### config.mk
export PLATFORM = sky130hd
export DESIGN_NAME = grid_palette_loader
export DESIGN_NICKNAME = d
export VERILOG_FILES = /design/src/rtl/vga_pkg.sv /design/src/rtl/vsync_edge_det.sv /design/src/rtl/grid_palette_loader.sv
export SDC_FILE = /design/constraint.sdc
export NUM_CORES = 2
export LEC_CHECK = 0
export CELL_PAD_IN_SITES_DETAIL_PLACEMENT = 0
export CELL_PAD_IN_SITES_GLOBAL_PLACEMENT = 1
export CORE_UTILIZATION = 51
export CTS_CLUSTER_DIAMETER = 120
export CTS_CLUSTER_SIZE = 16
export DETAILED_ROUTE_END_ITERATION = 7
export PLACE_DENSITY_LB_ADDON = 0.1
export SLEW_MARGIN = 20
export SYNTH_ARGS = -nofsm -noshare
export SYNTH_HDL_FRONTEND = slang
export SYNTH_SLANG_ARGS = --single-unit
### constraint.sdc
create_clock -name clk -period 2.63 [get_ports clk]
set_clock_uncertainty 0.1 [all_clocks]
set_input_delay 0.3945 -clock clk [delete_from_list [all_inputs] [get_ports clk]]
set_output_delay 0.3945 -clock clk [all_outputs]
set_load 0.02 [all_outputs]
### src/rtl/vga_pkg.sv
// Shared definitions for the colour-grid display path: command bytes,
// colour field layout, palette geometry and the loader FSM states.
package vga_pkg;

    localparam logic [7:0] HDR_WRITE  = 8'hA5;
    localparam logic [7:0] HDR_COMMIT = 8'h5A;

    // Colour byte layout {R[1:0], G[2:0], B[2:0]}
    localparam int R_MSB = 7;
    localparam int R_LSB = 6;
    localparam int G_MSB = 5;
    localparam int G_LSB = 3;
    localparam int B_MSB = 2;
    localparam int B_LSB = 0;

    localparam int PAL_DEPTH = 64;
    localparam int PAL_AW    = 6;

    typedef enum logic [1:0] {
        ST_IDLE      = 2'd0,
        ST_GET_ADDR  = 2'd1,
        ST_GET_DATA  = 2'd2,
        ST_WAIT_SWAP = 2'd3
    } state_e;

endpackage

### src/rtl/vsync_edge_det.sv
// Registers the active-low vsync and flags its falling edge (frame start).
module vsync_edge_det (
    input  logic clk,
    input  logic rst_n,
    input  logic vsync,
    output logic vsync_fall
);

    logic vsync_q;

    // Resets low so a vsync already high at reset release is not seen as an edge.
    always_ff @(posedge clk or negedge rst_n) begin
        if (!rst_n) begin
            vsync_q <= 1'b0;
        end else begin
            vsync_q <= vsync;
        end
    end

    assign vsync_fall = vsync_q && !vsync;

endmodule

### src/rtl/grid_palette_loader.sv
// Host-loadable 64-entry palette: byte commands fill a shadow bank, and a
// commit copies it to the display-visible active bank at the next frame start.
module grid_palette_loader
    import vga_pkg::*;
#(
    parameter int ERR_W = 8
) (
    input  logic             clk,
    input  logic             rst_n,
    input  logic             in_valid,
    input  logic [7:0]       in_data,
    output logic             in_ready,
    input  logic             vsync,
    input  logic [5:0]       rd_addr,
    output logic [7:0]       rd_data,
    output logic             commit_pending,
    output logic             swap_done,
    output logic [ERR_W-1:0] err_cnt,
    output logic [1:0]       dbg_state
);

    // Handshake: a byte moves only on a cycle where in_valid && in_ready.
    state_e              state_q, state_d;
    logic [PAL_AW-1:0]   addr_q, addr_d;
    logic [7:0]          shadow_q [PAL_DEPTH];
    logic [7:0]          active_q [PAL_DEPTH];
    logic [7:0]          rd_data_q;
    logic [ERR_W-1:0]    err_q;
    logic                xfer;
    logic                vsync_fall;
    logic                err_inc;
    logic                shadow_we;
    logic                do_swap;

    vsync_edge_det u_vsync_edge_det (
        .clk        (clk),
        .rst_n      (rst_n),
        .vsync      (vsync),
        .vsync_fall (vsync_fall)
    );

    assign xfer = in_valid && in_ready;

    always_comb begin
        state_d        = state_q;
        addr_d         = addr_q;
        err_inc        = 1'b0;
        shadow_we      = 1'b0;
        do_swap        = 1'b0;
        in_ready       = 1'b1;
        commit_pending = 1'b0;
        case (state_q)
            ST_IDLE: begin
                if (xfer) begin
                    if (in_data == HDR_WRITE) begin
                        state_d = ST_GET_ADDR;
                    end else if (in_data == HDR_COMMIT) begin
                        state_d = ST_WAIT_SWAP;
                    end else begin
                        err_inc = 1'b1;
                    end
                end
            end
            ST_GET_ADDR: begin
                if (xfer) begin
                    if (in_data[7:6] == 2'b00) begin
                        addr_d  = in_data[PAL_AW-1:0];
                        state_d = ST_GET_DATA;
                    end else begin
                        err_inc = 1'b1;
                        state_d = ST_IDLE;
                    end
                end
            end
            ST_GET_DATA: begin
                if (xfer) begin
                    shadow_we = 1'b1;
                    state_d   = ST_IDLE;
                end
            end
            ST_WAIT_SWAP: begin
                // Host is held off until the copy lands, so commits never stack.
                in_ready       = 1'b0;
                commit_pending = 1'b1;
                if (vsync_fall) begin
                    do_swap = 1'b1;
                    state_d = ST_IDLE;
                end
            end
            default: state_d = ST_IDLE;
        endcase
    end

    always_ff @(posedge clk or negedge rst_n) begin
        if (!rst_n) begin
            state_q <= ST_IDLE;
            addr_q  <= '0;
        end else begin
            state_q <= state_d;
            addr_q  <= addr_d;
        end
    end

    always_ff @(posedge clk or negedge rst_n) begin
        if (!rst_n) begin
            for (int i = 0; i < PAL_DEPTH; i++) begin
                shadow_q[i] <= 8'h00;
            end
        end else if (shadow_we) begin
            shadow_q[addr_q] <= in_data;
        end
    end

    // Whole-bank copy in one cycle; the read below still sees the old entry.
    always_ff @(posedge clk or negedge rst_n) begin
        if (!rst_n) begin
            for (int i = 0; i < PAL_DEPTH; i++) begin
                active_q[i] <= 8'h00;
            end
        end else if (do_swap) begin
            for (int i = 0; i < PAL_DEPTH; i++) begin
                active_q[i] <= shadow_q[i];
            end
        end
    end

    always_ff @(posedge clk or negedge rst_n) begin
        if (!rst_n) begin
            rd_data_q <= 8'h00;
        end else begin
            rd_data_q <= active_q[rd_addr];
        end
    end

    always_ff @(posedge clk or negedge rst_n) begin
        if (!rst_n) begin
            err_q <= '0;
        end else if (err_inc && (err_q != {ERR_W{1'b1}})) begin
            err_q <= err_q + 1'b1;
        end
    end

    assign rd_data   = rd_data_q;
    assign err_cnt   = err_q;
    assign swap_done = do_swap;
    assign dbg_state = state_q;

endmodule

==> flow_summary.yaml <==
run_status:
  status: "completed"
floorplanning:
  fp-row-count: 106
  start_util_pct: 51.80
  fp.dieArea_um2: 86440
  die_h_um: 294.0
  io_pins: 39
  core_area_um2: 83950
  die_w_um: 294.0
timing:
  hold_ws_ns: 0.06417
  grt_setup_unrepaired: "false"
  fmax_mhz: 398.8
  final_max_slew_viol_count: 0
  worstMarginPinSlew_ns: 1.135
  tns_ns: 0
  final-hold-violation-count: 0
  setup_ws_ns: 0.1223
  slew_headroom_pct: 24.35
  setup_viol: 0
  period_share_pct: 95.35
  fin_crit_ns: 2.508
placement:
  preCtsSetupSlack_ns: -0.4221
  place_area_um2: 46790
  dp_hpwl_mm: 69.34
  portBuffers: 38
  gp_congestion: 0.8272
power_and_ir_drop:
  leakage_uw: 0.02590
  comb_power_share_pct: 5.3
  power_uw: 28620
  internal_power_uw: 22000
  power.switching_uw: 6623
  power.density_nw_per_um2: 586.0
  p_sw_share_pct: 23.14
  clockPowerShare_pct: 37.8
  pwr-share-seq_pct: 57.0
  ir_worst_vdd_uv: 516.4
hold_path:
  hold_class: "in2reg"
worst_setup_path:
  r2r_cells: 4
  arrival_ns: 2.98
  ff2ff_setup_slack_ns: 0.29
  path_class: "in2reg"
  crit_path_end_kind: "register"
  required_ns: 3.10
  setup.worst_path.start_class: "primary input"
  crit_chain: "clkdlybuf4s50_1 > buf_12 > buf_4 > nand2b_1 > buf_4 > o22ai_1 > o21ai_0 > a21o_1"
  crit_top_cell: "buf_4"
  slowest_delay_ns: 0.84
  startpoint: "rd_addr[4]"
  regToRegEndpoint: "shadow_q[222]"
  endpoint: "rd_data[6]"
  cp_max_fo: 24
  crit_path_top_delay_cell: "o21ai_0"
  r2r-start: "addr_q[5]"
logic_synthesis:
  ys_warn_count: 0
  syn_avg_cell_area_um2: 11.59
  ys_types: 49
  async_flop_share_pct: 100.0
  syn_area_um2: 43490
  synth_edf_count: 0
  synth-seq-cells: 1049
  syn-num-nets: 3770
  synth_ff_type: "dfrtp_1"
  yosysSeqAreaShare_pct: 60.36
  synth_cells: 3751
flow_run:
  maxCapViolCount: 0
clock_tree:
  cts.clk_slew.worst_paths_ns: 0.07
  clkLatencyLatePin_ns: 0.63
  cts-root-buf: "clkbuf_16"
  h-tree-depth: 3
  numCtsBuffers: 75
  clockBufferDepth: 3
  cts_tree: "built"
  cts_sinks: 1049
cells_and_area:
  multi_input_area_um2: 16330
  syn_to_final_growth_pct: 12.32
  final_common_cell: "nand2_1"
  seq_area_um2: 26250
  final_design_area_no_fill_um2: 48850
  final_cell_mix: "nand2_1 (1587), dfrtp_1 (1048), mux2_2 (532), buf_4 (147), mux4_2 (121)"
  nets: 3869
  num-fill-cells: 6882
  drive_above_1_share_pct: 25.83
route:
  drtIter0Drc: 2065
  drt_first_pass_iters: 5
  via_count: 27710
  post-route-drc-count: 0
  finalWirelength_mm: 109.9
  wire_per_inst_um: 22.01
  postRouteAntennaNets: 0
  detail_route.vias_per_cell: 5.549
global_routing:
  overflow: 0
  antenna_found_initial: 2
  track_usage_pct: 26.43
  grt_pass1_vias: 29120
  grt_pass1_wl_mm: 173.7
  grt_max_degree: 105
==> registers in the layout, summed over array words and instances (netlist names) <==
name / cells
shadow_q: 512
addr_q: 6
u_vsync_edge_det.vsync_q: 1
active_q: 512
dbg_state: 2
err_cnt: 8
rd_data: 8
==> synth_stat cells (all sizes together), types with 2 or more instances <==
library cell | count | share of area, %
mux4 | 121 | 6.3
a22oi | 5 | 0.086
mux2i | 31 | 0.71
nor3 | 4 | 0.072
a22o | 4 | 0.081
a221oi | 4 | 0.081
nor2 | 22 | 0.22
a211oi | 12 | 0.21
o22ai | 20 | 0.29
o21ai | 16 | 0.18
nor2b | 5 | 0.072
or4 | 3 | 0.052
clkbuf | 198 | 1.7
or2 | 3 | 0.043
nand4 | 2 | 0.029
a21oi | 5 | 0.058
xor2 | 6 | 0.12
or3b | 2 | 0.040
and2 | 2 | 0.029
o311ai | 3 | 0.060
buf | 33 | 0.38
nor4 | 5 | 0.086
nand3b | 8 | 0.14
nand2 | 1603 | 14
nand2b | 5 | 0.072
nor3b | 7 | 0.14
nand3 | 12 | 0.14
o221ai | 4 | 0.081
nor4bb | 5 | 0.12
a31oi | 2 | 0.029
and3 | 3 | 0.043
mux2 | 536 | 14
a21o | 4 | 0.069
dfrtp | 1049 | 60
inv | 3 | 0.026
==> worst min path at each step <==
stage | start | to | slack (ns) | depth (start not counted)
2_1_floorplan | rst_n | active_q[0] | -0.001 | 0
3_3_place_gp | rst_n | active_q[212] | 0.29 | 1
3_5_place_dp | rst_n | active_q[209] | 0.29 | 1
4_1_cts | in_data[4] | dbg_state[1] | 0.03 | 5
5_1_grt | in_data[4] | dbg_state[1] | 0.1 | 5
6_report | in_data[4] | dbg_state[1] | 0.06 | 5
==> per-stage QoR <==
step | std cells | util (%)
after floorplan | 3751 | -
after global placement | 4904 | 55.74
after detailed placement | 4904 | 55.74
after CTS | 4990 | 58.17
after global routing | 4990 | 58.17
final | 4993 | 58.18
==> cells by family after synthesis <==
group                    after synthesis  share of synthesized area [%]
flip-flops                          1049                          60.36
AO/OA/AOI/OAI                         79                          1.223
AND/OR/NAND/NOR                     1693                          15.27
XOR/XNOR                               7                         0.1410
adder cells (fa/ha/maj)                1                        0.02877
buffers and inverters                234                          2.115
multiplexers                         688                          20.86
==> worst max-delay path, delay by kind of cell <==
family / cells / cell delay, ns
simple gates: 1 / 0.29
compound gates: 3 / 1.17
buf+inv: 4 / 1.10
==> power by group through the flow <==
stage | Sequential, uW | Clock, uW | Combinational (uW)
2_1_floorplan | 16700 | 0 | 477
3_3_place_gp | 16600 | 0 | 1500
3_5_place_dp | 16600 | 0 | 1530
4_1_cts | 16300 | 11100 | 1540
5_1_grt | 16300 | 11700 | 1640
6_report | 16300 | 10800 | 1510
==> metal layers <==
metal	part of all wire, %	vias to the layer above	wire length, um	global-route usage [%]
met5	0.0082	-	9	0
met4	3.3	2	3633	9.134
met3	4.4	168	4828	3.391
met2	47	539	51530	41.61
met1	45	14460	49910	38.04
li1	-	12540	-	-
==> repair_timing <==
item                                    CTS  global route
setup buffers                             1             0
hold endpoints to repair                 38             0
resized for setup                         2             0
endpoints found under the setup margin    1             0
hold buffers                              2             0
==> final cells by class <==
type	count	share of cell area, %
flip-flops and latches	1049	53.74
multi-input cells	2468	33.43
repair buffers	253	5.740
clock buffers	78	3.996
well taps	1134	2.905
clock inverters	5	0.1358
inverters	3	0.03842
diodes	3	0.01537
Note: power is estimated with default switching activity, not from simulation.
